### src/rtl/wvfm_loader.sv
// wvfm_loader: streams DEPTH payload bytes into a waveform LUT,
// then checks a trailing 8-bit additive checksum.
module wvfm_loader #(
   parameter int DEPTH = 4096,
   parameter int ABITS = 12
) (
   input  logic             clk,
   input  logic             rst,
   input  logic             start,
   input  logic             abort,
   input  logic [7:0]       s_data,
   input  logic             s_valid,
   output logic             s_ready,
   output logic             lut_we,
   output logic [ABITS-1:0] lut_addr,
   output logic [7:0]       lut_din,
   output logic             busy,
   output logic             done,
   output logic             err
);

   typedef enum logic [1:0] {
      IDLE,
      LOAD,
      CSUM
   } state_t;

   state_t           state_q, state_d;
   logic [ABITS-1:0] addr_q, addr_d;
   logic [7:0]       sum_q, sum_d;
   logic             err_q, err_d;
   logic             done_q, done_d;
   logic             we_q, we_d;
   logic [ABITS-1:0] waddr_q, waddr_d;
   logic [7:0]       wdin_q, wdin_d;

   logic accept;
   logic last;

   // Abort blocks acceptance in its own cycle so no byte slips through.
   assign busy    = (state_q != IDLE);
   assign s_ready = busy && !abort;
   assign accept  = s_valid && s_ready;
   assign last    = (addr_q == ABITS'(DEPTH - 1));

   assign lut_we   = we_q;
   assign lut_addr = waddr_q;
   assign lut_din  = wdin_q;
   assign done     = done_q;
   assign err      = err_q;

   // Next-state: load sequencing, checksum compare and write staging.
   always_comb begin
      state_d = state_q;
      addr_d  = addr_q;
      sum_d   = sum_q;
      err_d   = err_q;
      done_d  = 1'b0;
      we_d    = 1'b0;
      waddr_d = waddr_q;
      wdin_d  = wdin_q;
      unique case (state_q)
         IDLE: begin
            if (start) begin
               state_d = LOAD;
               addr_d  = '0;
               sum_d   = '0;
               err_d   = 1'b0;
            end
         end
         LOAD: begin
            if (abort) begin
               state_d = IDLE;
               err_d   = 1'b1;
            end else if (accept) begin
               we_d    = 1'b1;
               waddr_d = addr_q;
               wdin_d  = s_data;
               sum_d   = sum_q + s_data;
               if (last) begin
                  state_d = CSUM;
               end else begin
                  addr_d = addr_q + 1'b1;
               end
            end
         end
         CSUM: begin
            if (abort) begin
               state_d = IDLE;
               err_d   = 1'b1;
            end else if (accept) begin
               state_d = IDLE;
               done_d  = 1'b1;
               err_d   = (s_data != sum_q);
            end
         end
         default: begin
            state_d = IDLE;
         end
      endcase
   end

   // State and output registers with synchronous reset.
   always_ff @(posedge clk) begin
      if (rst) begin
         state_q <= IDLE;
         addr_q  <= '0;
         sum_q   <= '0;
         err_q   <= 1'b0;
         done_q  <= 1'b0;
         we_q    <= 1'b0;
         waddr_q <= '0;
         wdin_q  <= '0;
      end else begin
         state_q <= state_d;
         addr_q  <= addr_d;
         sum_q   <= sum_d;
         err_q   <= err_d;
         done_q  <= done_d;
         we_q    <= we_d;
         waddr_q <= waddr_d;
         wdin_q  <= wdin_d;
      end
   end

endmodule

### config.mk
export PLATFORM = sky130hd
export DESIGN_NAME = wvfm_loader
export DESIGN_NICKNAME = d
export VERILOG_FILES = /design/src/rtl/wvfm_loader.sv
export SDC_FILE = /design/constraint.sdc
export NUM_CORES = 1
export LEC_CHECK = 0
export CAP_MARGIN = 20
export CORE_ASPECT_RATIO = 0.6
export CORE_MARGIN = 4
export CORE_UTILIZATION = 44
export DETAILED_ROUTE_END_ITERATION = 7
export PLACE_DENSITY = 0.75
export SLEW_MARGIN = 20
export SYNTH_ARGS = -nofsm -noshare
export SYNTH_HDL_FRONTEND = slang
export SYNTH_SLANG_ARGS = --single-unit
### constraint.sdc
create_clock -name clk -period 2.04 [get_ports clk]
set_input_delay 0.306 -clock clk [delete_from_list [all_inputs] [get_ports clk]]
set_output_delay 0.306 -clock clk [all_outputs]
set_load 0.005 [all_outputs]
==> run_results.csv <==
group,metric,value,unit
run_status,run_status,"finished clean",
floorplanning,die_width,99.2,um
cts,cts.sinks,45,
layout,antenna_cells,0,
floorplanning,io_pins,38,
worst_setup_path,worstRegToRegCells,7,
floorplanning,die_area,6220,um2
timing,period_share,94.0,%
worst_setup_path,reg2reg_to,"addr_q[2]",
placement,gp_congestion,0.928,
logic_synthesis,synth_top_cell_area_share,41.0,%
power,ir_drop,0.367,mV
logic_synthesis,netlist_top_cells_count,"nand2_1, dfxtp_1, a21oi_1, nor2_1, ha_1",
layout,final_net_count,351,
route,drc_errors,0,
route,firstDrtPassIters,4,
logic_synthesis,synth-edff-count,0,
placement,pre_cts_ws,-0.312,ns
cts,cts-root-buf,"clkbuf_8",
worst_setup_path,cp-start-kind,"flop",
worst_hold_path,min_from,"lut_din[2]",
logic_synthesis,synth_area,2190,um2
floorplanning,start_util,46.9,%
worst_setup_path,critPathRequiredTime,2.23,ns
logic_synthesis,synth-async-reset-ratio,0,%
timing,timing_hold_violations_final,0,
layout,area_delta_synth_final,33.9,%
floorplanning,die_h,62.7,um
timing,finalWorstSetupSlack,0.122,ns
worst_hold_path,min_to,"lut_din[2]",
worst_hold_path,min_path_type,"reg -> reg",
logic_synthesis,synth_top_area_cell,"dfxtp_1",
global_route,grt_pass1_wl,9340,um
logic_synthesis,synthFlopType,"dfxtp_1",
logic_synthesis,yosysMostFrequentCell,"nand2_1",
logic_synthesis,synthCells,264,
global_route,grt_max_degree,34,
route,avgRoutedWirePerCell,14.2,um
cts,clkTransAtPathRegs,0.09,ns
timing,skew,0.00468,ns
worst_hold_path,hold_path_depth,2,
placement,post-dp-hpwl,4100,um
layout,drive_gt1_share,16.0,%
logic_synthesis,synth_area_leaders,"dfxtp_1, nand2_1, ha_1",
worst_setup_path,path_class,"reg -> reg",
timing,holdWs,0.458,ns
timing,setup_viol,0,
timing,slew_viol_final,0,
logic_synthesis,syn_area_per_cell,8.31,um2
worst_setup_path,critPathMaxFanout,11,
logic_synthesis,synth-warning-count,0,
timing,rsz0062_at_grt,"yes",
route,via_count,2059,
logic_synthesis,ys_seq_area_share,41.0,%
route,vias_per_cell,5.29,
cts,cts_tree,"built",
layout,stdcell_count,389,
timing,relSlewSlack,69.8,%
timing,tightest_slew,0.449,ns
cts,clk_path_buf_depth,2,
route,drt_iter0_drc,120,
power,p_per_area,589,nW/um2
global_route,first_global_vias,1971,
logic_synthesis,synth_cell_types,44,
placement,dp_cells,380,
placement,port_buffers,37,
worst_setup_path,timing.rr.start,"state_q[0]",
logic_synthesis,ys_ff_latch,45,
worst_setup_path,rrSetupSlack,0.12,ns
cts,cts_buffers,5,
route,totalWireLength,5520,um
floorplanning,coreArea,4680,um2
worst_setup_path,cp.arrival,2.11,ns
timing,period_needed,1.92,ns
worst_setup_path,endpoint_kind,"flop",
power,p_leak,1.11,nW
cts,clkLatencyLatePin,0.31,ns
global_route,antenna_found_initial,0,
cts,htree_levels,2,
floorplanning,rows,19,
global_route,gr-total-overflow,0,
job,drv_cap,0,
route,antenna_left,0,
logic_synthesis,syn-num-nets,290,
global_route,grt_use_total,18.4,%
layout,fillerInstances,418,
timing,fmax,521,MHz
[sequential cells by signal (all words and copies together) (netlist names)]
name,count
state_q,2
done,1
err,1
sum_q,8
addr_q,12
lut_din,8
lut_addr,12
lut_we,1
[layer usage]
layer / vias to the layer above / track usage, % / wire length [um]
li1: 1045 / - / -
met1: 929 / 26.5 / 2760
met2: 79 / 25.5 / 2160
met3: 6 / 6.02 / 545
met4: 0 / 6.13 / 51
met5: - / 0 / 0
[layout by cell type, fill, tap and decap left out, types with 4 or more instances in the layout]
master and instances:
a21oi_1 28, a31oi_1 4, buf_4 30, clkbuf_8 5
clkdlybuf4s50_1 35, dfxtp_1 43, ha_1 10, inv_1 11
nand2_1 53, nand3_1 7, nand4_1 5, nor2_1 18
nor4_1 8, xnor2_1 11
[cell families after synthesis]
group,count (synthesis),share of synthesized area (%)
AOI/OAI and AO/OA,56,15.9
and+or+nand+nor,112,25.0
buffers and inverters,24,4.73
adders and majority gates,13,7.75
DFF,45,41.0
xor gates and xnor gates,14,5.59
[layout make-up]
class,instances,area [um2],area share (%)
well taps,63,78.8,2.68
multi-input cells,195,1220,41.7
repair buffers,67,597,20.3
clock buffers,5,68.8,2.34
clock inverters,3,25.0,0.851
inverters,11,41.3,1.40
flip-flops and latches,45,903,30.7
[worst max-delay path: stages (launching register included)]
cell and delay, ns:
dfxtp_2 0.36, inv_1 0.08, ha_1 0.21, nand4bb_1 0.28
and2_4 0.28, or2_2 0.34, a21oi_1 0.14, o32ai_1 0.10
[worst max path at each step]
stage | end | start | slack, ns
floorplan | addr_q[4] | state_q[0] | 0.14
CTS | busy | state_q[0] | 0.03
global placement | sum_q[6] | s_data[0] | -0.29
finish | addr_q[2] | state_q[0] | 0.12
detailed placement | sum_q[6] | s_data[0] | -0.31
global route | addr_q[3] | state_q[0] | -0.006
[what timing repair did]
action | CTS | global route
hold endpoints to repair | 0 | 0
hold buffers | 0 | 0
setup buffers | 0 | 1
resized for setup | 5 | 5
endpoints found under the setup margin | 3 | 12
pin swaps | 0 | 2
[report_power, final]
group | switching, mW | internal [mW]
clock network | 0.346 | 0.248
logic | 0.127 | 0.115
registers | 0.00595 | 0.888
[metrics by stage]
stage | power (mW) | setup TNS (ns) | area, um2 | util, %
after floorplan | 1.04 | 0 | 2190 | -
after detailed placement | 1.15 | -0.924 | 2810 | 60.1
after CTS | 1.73 | 0 | 2920 | 62.2
final | 1.73 | 0 | 2940 | 62.8
after global placement | 1.14 | -0.740 | 2810 | 60.1
after global routing | 1.79 | -0.00858 | 2940 | 62.8
(Power assumes the default switching activity.)
